`src/rtl/fsoc_rst_pkg.sv`:
```
`default_nettype none
// +----------------------------------------------------------------------------+
// | Module      : fsoc_rst_pkg                                                  |
// | Description : Shared types and constants for the FazyRV SoC reset          |
// |               sequencer (state enum, boot-counter width and ceiling).      |
// | Revision    : 1.0 - initial release                                        |
// +----------------------------------------------------------------------------+
package fsoc_rst_pkg;

  // Sequencer states: core held in reset, core running, one-cycle watchdog hit.
  typedef enum logic [1:0] {
    HOLD = 2'd0,
    RUN  = 2'd1,
    WDT  = 2'd2
  } rst_state_e;

  localparam int                   BOOTCNT_W   = 4;
  localparam logic [BOOTCNT_W-1:0] BOOTCNT_MAX = 4'd15;

endpackage
`default_nettype wire

```
`src/rtl/rst_sync.sv`:
```
`default_nettype none
// +----------------------------------------------------------------------------+
// | Module      : rst_sync                                                      |
// | Description : Two-flop reset synchronizer. Asserts asynchronously,         |
// |               releases synchronously on the second rising clk edge.        |
// | Ports       : clk  - destination clock                                     |
// |               arst - raw active-high reset (asynchronous)                  |
// |               srst - synchronized active-high reset                        |
// | Revision    : 1.0 - initial release                                        |
// +----------------------------------------------------------------------------+
module rst_sync (
  input  logic clk,
  input  logic arst,
  output logic srst
);

  logic meta;
  logic sync;

  always_ff @(posedge clk or posedge arst) begin
    if (arst) begin
      meta <= 1'b1;
      sync <= 1'b1;
    end else begin
      meta <= 1'b0;
      sync <= meta;
    end
  end

  assign srst = sync;

endmodule
`default_nettype wire

```
`src/rtl/fsoc_rst_seq.sv`:
```
`default_nettype none
// +----------------------------------------------------------------------------+
// | Module      : fsoc_rst_seq                                                  |
// | Description : Reset sequencer and heartbeat watchdog for the FazyRV SoC.   |
// |               Synchronizes the warm-boot reset, holds the core in reset    |
// |               for HOLD_CYCLES, then watches a firmware heartbeat bit and   |
// |               forces a core-only reset when it stops toggling.             |
// | Macro       : FSOC_RST_SEQ_WDT_EN - when defined, builds the heartbeat     |
// |               watchdog and WDT state; otherwise RUN is left only by reset. |
// | Ports       : clk        - fabric clock (rising edge)                      |
// |               reset      - raw active-high async reset                     |
// |               hb_i       - firmware heartbeat (clk domain)                 |
// |               rst_n_o    - active-low core reset                           |
// |               wdt_fire_o - one-cycle pulse on watchdog expiry              |
// |               boot_cnt_o - saturating count of watchdog resets             |
// |               running_o  - high while in RUN                               |
// | Revision    : 1.0 - initial release                                        |
// +----------------------------------------------------------------------------+
module fsoc_rst_seq
  import fsoc_rst_pkg::*;
#(
  parameter int HOLD_CYCLES = 16,
  parameter int WDT_CYCLES  = 1048576
) (
  input  logic                 clk,
  input  logic                 reset,
  input  logic                 hb_i,
  output logic                 rst_n_o,
  output logic                 wdt_fire_o,
  output logic [BOOTCNT_W-1:0] boot_cnt_o,
  output logic                 running_o
);

  localparam int CNT_RANGE = (HOLD_CYCLES > WDT_CYCLES) ? HOLD_CYCLES : WDT_CYCLES;
  localparam int CNT_W     = (CNT_RANGE > 2) ? $clog2(CNT_RANGE) : 1;

  localparam logic [CNT_W-1:0] HOLD_LAST = CNT_W'(HOLD_CYCLES - 1);

  logic             srst;
  rst_state_e       state_q, state_d;
  logic [CNT_W-1:0] cnt_q, cnt_d;
  logic             rst_n_q;
  logic             running_q;

  rst_sync u_rst_sync (
    .clk  (clk),
    .arst (reset),
    .srst (srst)
  );

`ifdef FSOC_RST_SEQ_WDT_EN
  localparam logic [CNT_W-1:0] WDT_LAST = CNT_W'(WDT_CYCLES - 1);

  logic                 hb_q;
  logic                 toggle;
  logic                 armed_q, armed_d;
  logic [BOOTCNT_W-1:0] boot_q, boot_d;
  logic                 fire_q;

  // hb_q follows hb_i every cycle in every state, so on entry to RUN it
  // already holds the level seen on the entry edge; no reset value needed.
  always_ff @(posedge clk) begin
    hb_q <= hb_i;
  end

  assign toggle = hb_i ^ hb_q;
`else
  logic unused_hb;
  assign unused_hb = hb_i;
`endif

  always_comb begin
    state_d = state_q;
    cnt_d   = cnt_q;
`ifdef FSOC_RST_SEQ_WDT_EN
    armed_d = armed_q;
    boot_d  = boot_q;
`endif
    case (state_q)
      HOLD: begin
`ifdef FSOC_RST_SEQ_WDT_EN
        armed_d = 1'b0;
`endif
        if (cnt_q == HOLD_LAST) begin
          state_d = RUN;
          cnt_d   = '0;
        end else begin
          cnt_d = cnt_q + CNT_W'(1);
        end
      end

      RUN: begin
`ifdef FSOC_RST_SEQ_WDT_EN
        // A heartbeat edge always wins over a terminal count in the same cycle.
        if (toggle) begin
          armed_d = 1'b1;
          cnt_d   = '0;
        end else if (armed_q) begin
          if (cnt_q == WDT_LAST) begin
            state_d = WDT;
            cnt_d   = '0;
            armed_d = 1'b0;
            boot_d  = (boot_q == BOOTCNT_MAX) ? boot_q : boot_q + BOOTCNT_W'(1);
          end else begin
            cnt_d = cnt_q + CNT_W'(1);
          end
        end
`else
        cnt_d = '0;
`endif
      end

`ifdef FSOC_RST_SEQ_WDT_EN
      WDT: begin
        state_d = HOLD;
        cnt_d   = '0;
        armed_d = 1'b0;
      end
`endif

      default: begin
        state_d = HOLD;
        cnt_d   = '0;
      end
    endcase
  end

  // Outputs are registered from the next state so they line up exactly
  // with the state register.
  always_ff @(posedge clk or posedge srst) begin
    if (srst) begin
      state_q   <= HOLD;
      cnt_q     <= '0;
      rst_n_q   <= 1'b0;
      running_q <= 1'b0;
    end else begin
      state_q   <= state_d;
      cnt_q     <= cnt_d;
      rst_n_q   <= (state_d == RUN);
      running_q <= (state_d == RUN);
    end
  end

`ifdef FSOC_RST_SEQ_WDT_EN
  always_ff @(posedge clk or posedge srst) begin
    if (srst) begin
      armed_q <= 1'b0;
      boot_q  <= '0;
      fire_q  <= 1'b0;
    end else begin
      armed_q <= armed_d;
      boot_q  <= boot_d;
      fire_q  <= (state_d == WDT);
    end
  end

  assign wdt_fire_o = fire_q;
  assign boot_cnt_o = boot_q;
`else
  assign wdt_fire_o = 1'b0;
  assign boot_cnt_o = '0;
`endif

  assign rst_n_o   = rst_n_q;
  assign running_o = running_q;

endmodule
`default_nettype wire

```
`config.mk`:
```
export PLATFORM = sky130hd
export DESIGN_NAME = fsoc_rst_seq
export DESIGN_NICKNAME = d
export VERILOG_FILES = /design/src/rtl/fsoc_rst_pkg.sv /design/src/rtl/rst_sync.sv /design/src/rtl/fsoc_rst_seq.sv
export SDC_FILE = /design/constraint.sdc
export NUM_CORES = 1
export LEC_CHECK = 0
export ABC_AREA = 1
export BUFFER_PORTS_ARGS = -buffer_cell sky130_fd_sc_hd__buf_2
export CORE_MARGIN = 3
export CORE_UTILIZATION = 55
export CTS_CLUSTER_SIZE = 12
export DETAILED_ROUTE_END_ITERATION = 10
export GPL_ROUTABILITY_DRIVEN = 1
export PLACE_DENSITY = 0.81
export SYNTH_ARGS = -nofsm -noshare
export SYNTH_HDL_FRONTEND = slang
export SYNTH_SLANG_ARGS = --single-unit
```
`constraint.sdc`:
```
create_clock -name clk -period 2.4 [get_ports clk]
set_clock_uncertainty 0.1 [all_clocks]
set_input_delay 0 -clock clk [delete_from_list [all_inputs] [get_ports clk]]
set_output_delay 0 -clock clk [all_outputs]
set_load 0.05 [all_outputs]
```
==> results of run 1 <==
-- metal layers --
metal,track usage,part of all wire
met5,0,0
met1,0.244,0.46
met2,0.327,0.48
met4,0.0927,0.034
met3,0.0223,0.033
-- stage by stage --
step	power, mW	cells	hold slack, ns
3_3_place_gp	0.486	229	-0.0837
5_1_grt	0.704	234	0.141
6_report	0.676	234	0.128
4_1_cts	0.680	234	0.122
3_5_place_dp	0.488	229	-0.0715
2_1_floorplan	0.487	203	-0.189
-- worst reg2reg max path, delay by kind of cell, from the launching register on --
| family | cells | cell delay, ns |
|---|---|---|
| AND/OR/NAND/NOR | 1 | 0.21 |
| AO/OA/AOI/OAI | 1 | 0.40 |
| flip-flops | 1 | 0.42 |
| buffers and inverters | 1 | 0.50 |
-- cell families after synthesis --
logic type | count (synthesis)
adders and majority gates | 1
xor gates and xnor gates | 6
buffers and inverters | 30
and+or+nand+nor | 127
AOI/OAI and AO/OA | 7
other | 1
DFF | 25
-- registers in the layout, indices dropped and copies added, names as in the netlist --
register / cells
state_q: 2
cnt_q: 20
u_rst_sync.meta: 1
u_rst_sync.srst: 1
running_o: 1
-- placed cells by master (no fill, tap or decap), types with 2 or more instances in the layout --
cell,synthesis,final
nor2_2,5,5
buf_2,1,3
xor2_1,3,3
inv_1,20,20
nand4_1,3,3
nor2_4,6,6
inv_2,2,2
nand2_2,5,5
o21ai_0,2,2
dfstp_2,2,2
nand2_1,43,43
dfrtp_1,23,23
a21oi_1,3,3
conb_1,1,7
nor2_1,42,42
nand3_1,13,13
nand2_4,2,2
nor3_1,5,5
clkbuf_4,0,3
xnor2_1,3,3
-- layout make-up --
type,count,share of cell area
Multi-Input combinational cell,148,0.476
Sequential cell,25,0.409
Inverter,23,0.0562
Tap cell,30,0.0244
Timing Repair Buffer,4,0.0163
Clock buffer,3,0.0147
Clock inverter,1,0.00326
-- timing repair --
action | in CTS | in global routing
hold endpoints to repair | 2 | 0
hold buffers | 1 | 0
resized for setup | 0 | 0
-- path summary, 6_finish.rpt --
| kind | to | cells after the start |
|---|---|---|
| worst max register to register | cnt_q[8] | 3 |
| worst min-delay path | u_rst_sync.srst | 3 |
| min in group clk | u_rst_sync.srst | 0 |
| worst max-delay path | cnt_q[8] | 3 |
| max in group asynchronous | cnt_q[11] | 1 |
| worst min register to register | u_rst_sync.srst | 0 |
-- power groups by stage --
stage / registers, mW / logic [mW] / clock network (mW)
global route: 0.437 / 0.0507 / 0.216
finish: 0.436 / 0.0447 / 0.196
global placement: 0.443 / 0.0429 / 0
floorplan: 0.442 / 0.0443 / 0
CTS: 0.436 / 0.0456 / 0.199
detailed placement: 0.444 / 0.0443 / 0
==> results_dict.tcl, run 1 <==
set metrics [dict create \
    finalSetupViolCount 0 \
    r2r_start "state_q[1]" \
    multi_input_area_um2 732 \
    crit_fanout 18 \
    tightest_slew_ns 0.844 \
    drv_cap 0 \
    hp-class "input port to async pin" \
    finalWirelength_um 2820 \
    synthTopCellsByCount "43 x nand2_1, 42 x nor2_1, 23 x dfrtp_1" \
    rrSetupSlack_ns 0.68 \
    n_antenna_cell 0 \
    clockBufferDepth 2 \
    cp-start-kind "register" \
    row_count 18 \
    core_region_area_um2 2520 \
    cp-end-kind "register" \
    netlist_top_cells_area "dfrtp_1 39%, nand2_1 11%, nor2_1 11%" \
    ios 10 \
    ant_nets 0 \
    final_hold_viol_count 0 \
    peakVddDrop_v 0.000378 \
    yosys.area.top_type_share 0.390 \
    rsz0062_at_grt "no" \
    synth_warnings 0 \
    max_clock_freq_mhz 582 \
    critPathKind "register to register" \
    p_sw_frac 0.263 \
    die_h_um 57.8 \
    fin_util 0.609 \
    path_buf_inv 1 \
    placed_area_um2 1500 \
    synth.avg_cell_area_um2 7.48 \
    slowest_stage "clkinv_1" \
    num_vias 1219 \
    final_area_um2 1540 \
    place_ws_ns 0.720 \
    postCtsSetupBuffers 0 \
    synth_area_um2 1470 \
    clk_latency_ns 0.32 \
    drive_above_1_share 0.147 \
    grt_pass1_vias 1215 \
    p_int_mw 0.499 \
    die_x_um 57.8 \
    synth-simple-area-share 0.407 \
    synth-edff-count 0 \
    crit_arrival_ns 1.85 \
    antenna_found_initial 0 \
    cts_tree "yes" \
    ys.flop_type "dfrtp_1" \
    cp_top_family "buffers and inverters" \
    p_comb_frac 0.066 \
    clk_pin_slew_worst_paths_ns 0.14 \
    ctsHtreeMaxLevel 1 \
    yosysMostFrequentCell "nand2_1" \
    syn2layout_area_growth_pct 4.24 \
    grt_max_degree 24 \
    synth-adder-area-share 0.00849 \
    dp_hpwl_um 2200 \
    timing.final.ws_setup_ns 0.682 \
    seq_area_um2 628 \
    cts_buffers 3 \
    max_stage_delay_ns 0.50 \
    start_util 0.584 \
    critPathLaunch "state_q[1]" \
    yosysTopAreaCell "dfrtp_1" \
    clock_power_share 0.290 \
    final_nets 209 \
    leakagePower_nw 0.697 \
    dieArea_um2 3340 \
    slew_violations 0 \
    status "complete, no violations" \
    ys_seq_elements 25 \
    synth_compound_area_frac 0.0272 \
    power_density_nw_per_um2 440 \
    cts-root-buf "clkbuf_4" \
    gp_congestion 0.930 \
    fin_tns_setup_ns 0 \
    drtIter0Drc 31 \
    grt_overflow 0 \
    p_sw_mw 0.178 \
    muxShareOfSynthArea 0 \
    avgViaCountPerCell 5.21 \
    drc_errors 0 \
    max_slew_margin 0.437 \
    synth-xor-area-share 0.0357 \
    crit_chain "nor2_1, clkinv_1, a211oi_1" \
    p_seq_frac 0.644 \
    yosysSeqAreaShare 0.426 \
    grt_pass1_wl_um 5110 \
    synth.distinct_cells 27 \
    ys_async_sr_fraction 1.00 \
    cts.sinks 25 \
    fill_cells 225 \
    grtUsageTotal 0.193 \
    port-buffer-count 3 \
    detail_route.wl_per_cell_um 12.0 \
    fin_crit_sh 0.716 \
    synth_top_family_by_area "simple AND/OR/NAND/NOR gates" \
    synthCells 197 \
    dr.pass1.iters 4 \
    crit_required_ns 2.53 \
    period_needed_ns 1.72 \
]
Note: power is estimated with default switching activity, not from simulation.
==> run 2: changes to the inputs <==
Settings changed: CORE_UTILIZATION 55 to 53.
Clock period 2.4 ns to 1.4 ns, I/O delays scaled along.
==> results_dict.tcl, run 2 (synthesis results as in run 1) <==
set metrics [dict create \
    critPathKind "register to register" \
    final_hold_viol_count 0 \
    peakVddDrop_v 0.000653 \
    port-buffer-count 3 \
    cp-end-kind "register" \
    final_common_cell "nand2_1" \
    cts-root-buf "clkbuf_4" \
    core_region_area_um2 2570 \
    ctsHtreeMaxLevel 1 \
    clk_pin_slew_worst_paths_ns 0.15 \
    grt_max_degree 24 \
    final_nets 225 \
    power_density_nw_per_um2 696 \
    dp_hpwl_um 2260 \
    grtUsageTotal 0.201 \
    slew_violations 0 \
    clockBufferDepth 2 \
    cts_buffers 3 \
    finalWirelength_um 3190 \
    timing.final.ws_setup_ns -0.0237 \
    leakagePower_nw 0.804 \
    drtIter0Drc 56 \
    rsz0062_at_grt "yes" \
    avgViaCountPerCell 5.06 \
    dr.pass1.iters 7 \
    top_register "cnt_q" \
    cts_tree "yes" \
    die_x_um 58.7 \
    fin_crit_sh 1.02 \
    start_util 0.574 \
    syn2layout_area_growth_pct 18.3 \
    hp-class "input port to async pin" \
    largestRegisters "cnt_q (20), state_q (2)" \
    row_count 18 \
    status "finished with violations" \
    cp-start-kind "register" \
    crit_required_ns 1.55 \
    largest_reg_flops 20 \
    max_clock_freq_mhz 702 \
    fin_tns_setup_ns -0.0543 \
    ios 10 \
    drv_cap 0 \
    crit_fanout 3 \
    grt_overflow 0 \
    grt_pass1_vias 1210 \
    drive_above_1_share 0.309 \
    die_h_um 58.7 \
    ant_nets 0 \
    most-common-layout-cells "38 x nand2_1, 36 x nor2_1, 19 x inv_1" \
    antenna_found_initial 0 \
    dieArea_um2 3450 \
    num_vias 1265 \
    violations "setup timing" \
    period_needed_ns 1.42 \
    clk_latency_ns 0.34 \
    gp_congestion 0.925 \
    drc_errors 0 \
    cts.sinks 25 \
    detail_route.wl_per_cell_um 12.8 \
    whs_ns 0.0899 \
    n_antenna_cell 0 \
    finalSetupViolCount 4 \
    grt_pass1_wl_um 5310 \
    crit_arrival_ns 1.57 \
]
==> run 2: cell count changes in the layout (fill, tap and decap cells not counted), moves of 2 or more <==
cell,before,now
nor2_1,42,36
nor2_4,6,8
dfrtp_1,23,18
o21ai_0,2,0
buf_4,0,16
nand2_4,2,4
nand3_2,0,2
nand2_1,43,38
dfrtp_2,0,5
nand2_2,5,8
nor2_2,5,9
nand3_1,13,11
==> run 2: power by group <==
group	switching, mW	internal, mW
combinational	0.0735	0.0321
sequential	0.0112	0.736
clock	0.243	0.117
==> run 2: final timing paths <==
check | from | endpoint | slack [ns] | cells past startpoint
setup / recovery | cnt_q[1] | cnt_q[4] | -0.02 | 6
hold / removal | reset | u_rst_sync.meta | 0.09 | 3
setup reg to reg | cnt_q[1] | cnt_q[4] | -0.02 | 6
hold reg to reg | u_rst_sync.srst | cnt_q[19] | 0.19 | 2
max in group asynchronous | u_rst_sync.srst | cnt_q[4] | 0.75 | 2
min in group clk | u_rst_sync.meta | u_rst_sync.srst | 0.27 | 0
==> run 2: worst max-delay path, cell delays in order (launching register included) <==
cell and delay (ns):
dfrtp_1 0.42, ha_4 0.17, nand3_1 0.16, nor2_1 0.15
nand4_1 0.13, nor2_2 0.15, nor2_1 0.05
==> run 2: cell type report <==
cell class | instances | area (um^2)
repair buffers | 20 | 145
multi-input cells | 148 | 810
clock buffers | 3 | 22.5
fillers | 233 | 823
flip-flops and latches | 25 | 634
well taps | 30 | 37.5
clock inverters | 1 | 8.76
inverters | 23 | 86.3
==> run 2: metrics by stage <==
step,total power [mW],cell area (um^2),cells,worst slack (ns),utilization
2_1_floorplan,0.834,1500,203,0.0308,-
3_3_place_gp,0.853,1570,238,0.0127,0.610
3_5_place_dp,0.853,1570,238,-0.0284,0.610
4_1_cts,1.22,1640,245,-0.0190,0.637
5_1_grt,1.27,1740,250,-0.131,0.679
6_report,1.21,1740,250,-0.0237,0.679
==> run 2: timing repair <==
item                       4_1_cts  5_1_grt
resized for setup                5       24
hold endpoints to repair         2        0
setup endpoints to repair        8       20
pin swaps                        3        6
cloned                           0        0
buffers inserted                 2        5
hold buffers                     1        0
==> run 2: metal layers <==
| metal | part of all wire | global-route usage |
|---|---|---|
| met1 | 0.44 | 0.273 |
| met2 | 0.51 | 0.319 |
| met3 | 0.034 | 0.0504 |
| met4 | 0.014 | 0.0583 |
| met5 | 0 | 0 |
==> run 3: changes to the inputs <==
Settings changed: SYNTH_HIERARCHICAL set to 1.
==> results_dict.tcl, run 3 <==
set metrics [dict create \
    cts_buffers 3 \
    ios 10 \
    grt_pass1_vias 1230 \
    cp_top_family "simple AND/OR/NAND/NOR gates" \
    cp.depth 9 \
    synth-edff-count 0 \
    whs_ns 0.121 \
    dr.pass1.iters 4 \
    die_x_um 58.3 \
    synth_warnings 6 \
    ys_async_sr_fraction 1.00 \
    row_count 18 \
    yosysSeqAreaShare 0.434 \
    grtUsageTotal 0.204 \
    finalSetupViolCount 0 \
    synth.avg_cell_area_um2 7.55 \
    stdcell_count 240 \
    ys.flop_type "dfrtp_1" \
    grt_pass1_wl_um 5260 \
    drtIter0Drc 96 \
    cts_tree "yes" \
    slew_violations 0 \
    syn2layout_area_growth_pct 16.4 \
    p_sw_mw 0.300 \
    crit_chain "ha_4, nand2_2, nor2_4, nand2_2, nor2_4, nand2_1, nand2_1, nand2_1, nor2_1" \
    leakagePower_nw 0.762 \
    ant_nets 0 \
    clock_power_share 0.275 \
    grt_max_degree 24 \
    finalWirelength_um 3210 \
    critPathLaunch "cnt_q[1]" \
    largestRegisters "cnt_q (20), state_q (2)" \
    fin_crit_sh 0.997 \
    yosysTopAreaCell "dfrtp_1" \
    p_seq_frac 0.638 \
    p_int_mw 0.874 \
    clk_latency_ns 0.32 \
    crit_required_ns 1.56 \
    dp.cells 232 \
    power_density_nw_per_um2 696 \
    cp-end-kind "register" \
    crit_arrival_ns 1.56 \
    p_sw_frac 0.256 \
    fill_cells 202 \
    hp-class "input port to async pin" \
    status "complete, no violations" \
    cts.sinks 25 \
    gp_congestion 1.02 \
    dp_hpwl_um 2280 \
    synth.distinct_cells 29 \
    crit_path_frequent_cell "nand2_1" \
    num_vias 1290 \
    start_util 0.569 \
    top_register "cnt_q" \
    antenna_found_initial 0 \
    die_h_um 58.3 \
    final_nets 215 \
    slowest_stage "dfrtp_1" \
    final_hold_viol_count 0 \
    rr_endpoint "cnt_q[18]" \
    final_common_cell "nand2_1" \
    ys_seq_elements 25 \
    rr_worst_depth 9 \
    placed_area_um2 1540 \
    r2r_start "cnt_q[1]" \
    rsz0062_at_grt "yes" \
    max_stage_delay_ns 0.42 \
    dieArea_um2 3400 \
    synthTopCellsByCount "44 x nand2_1, 39 x nor2_1, 23 x dfrtp_1" \
    drc_errors 0 \
    period_needed_ns 1.40 \
    rrSetupSlack_ns 0.004 \
    port-buffer-count 3 \
    n_antenna_cell 0 \
    path_buf_inv 0 \
    peakVddDrop_v 0.000579 \
    cp-endpoint "cnt_q[18]" \
    most-common-layout-cells "41 x nand2_1, 34 x nor2_1, 20 x inv_1" \
    synthCells 192 \
    critPathKind "register to register" \
    yosysMostFrequentCell "nand2_1" \
    drive_above_1_share 0.267 \
    clockBufferDepth 2 \
    detail_route.wl_per_cell_um 13.4 \
    p_comb_frac 0.088 \
    netlist_top_cells_area "dfrtp_1 40%, nand2_1 11%, nor2_1 10%" \
    avgViaCountPerCell 5.38 \
    grt_overflow 0 \
    yosys.area.top_type_share 0.397 \
    clk_pin_slew_worst_paths_ns 0.13 \
    core_region_area_um2 2540 \
    largest_reg_flops 20 \
    ctsHtreeMaxLevel 1 \
    max_clock_freq_mhz 716 \
    cts-root-buf "clkbuf_4" \
    synth_area_um2 1450 \
    crit_fanout 3 \
    drv_cap 0 \
    final_area_um2 1690 \
    cp-start-kind "register" \
]
[run 3: kinds of logic after synthesis]
kind of cell	Yosys count	synth area share
compound gates	9	0.0389
xor+xnor	5	0.0302
fa+ha+maj	1	0.00863
buf+inv	28	0.0889
flops	25	0.434
other cells	2	0.00518
simple gates	122	0.395
[run 3: layout make-up]
class / count / area [um^2] / share of cell area
timing repair buffer: 16 / 115 / 0.0682
multi-input combinational: 144 / 793 / 0.470
clock buffer: 3 / 22.5 / 0.0134
clock inverter: 1 / 5.00 / 0.00297
inverter: 21 / 78.8 / 0.0467
tap: 30 / 37.5 / 0.0223
sequential: 25 / 634 / 0.376
[run 3: worst min-delay path by stage]
stage / startpoint / depth (start not counted) / end
6_report: reset / 3 / u_rst_sync/srst
2_1_floorplan: reset / 1 / u_rst_sync/meta
3_5_place_dp: reset / 2 / u_rst_sync/meta
5_1_grt: reset / 3 / u_rst_sync/srst
3_3_place_gp: reset / 2 / u_rst_sync/srst
4_1_cts: reset / 3 / u_rst_sync/meta
[run 3: tightest hold or removal path: cells and delay by family]
| family | cells | cell delay, ns |
|---|---|---|
| buf+inv | 3 | 0.72 |
[run 3: timing repair]
item | 4_1_cts | 5_1_grt
gates cloned | 0 | 0
gates resized for setup | 6 | 18
buffers inserted | 0 | 3
hold endpoints to repair | 2 | 0
pin swaps | 0 | 3
hold buffers | 1 | 0
endpoints found under the setup margin | 5 | 21
[run 3: layer usage]
| layer | share of wire | wire length (um) | global-route usage | up-vias |
|---|---|---|---|---|
| met2 | 0.49 | 1570 | 0.337 | 64 |
| met4 | 0.038 | 121 | 0.103 | 0 |
| met1 | 0.41 | 1330 | 0.263 | 593 |
| li1 | - | - | - | 617 |
| met3 | 0.061 | 196 | 0.0223 | 16 |
| met5 | 0 | 0 | 0 | - |
[run 3: power by group through the flow]
stage | registers, mW | clock network, mW | logic [mW]
final | 0.749 | 0.323 | 0.103
after global placement | 0.757 | 0 | 0.0924
after global routing | 0.752 | 0.370 | 0.111
after floorplan | 0.758 | 0 | 0.0741
after detailed placement | 0.758 | 0 | 0.0947
after CTS | 0.748 | 0.337 | 0.101
[run 3: metrics by stage]
step	TNS (ns)	utilization	total power, mW	worst slack (ns)
after global routing	-0.713	0.663	1.23	-0.107
after floorplan	0	-	0.833	0.0252
after CTS	-0.00849	0.630	1.19	-0.00849
after global placement	0	0.604	0.849	0.0120
after detailed placement	-0.0407	0.604	0.852	-0.0273
final	0	0.663	1.17	0.00430
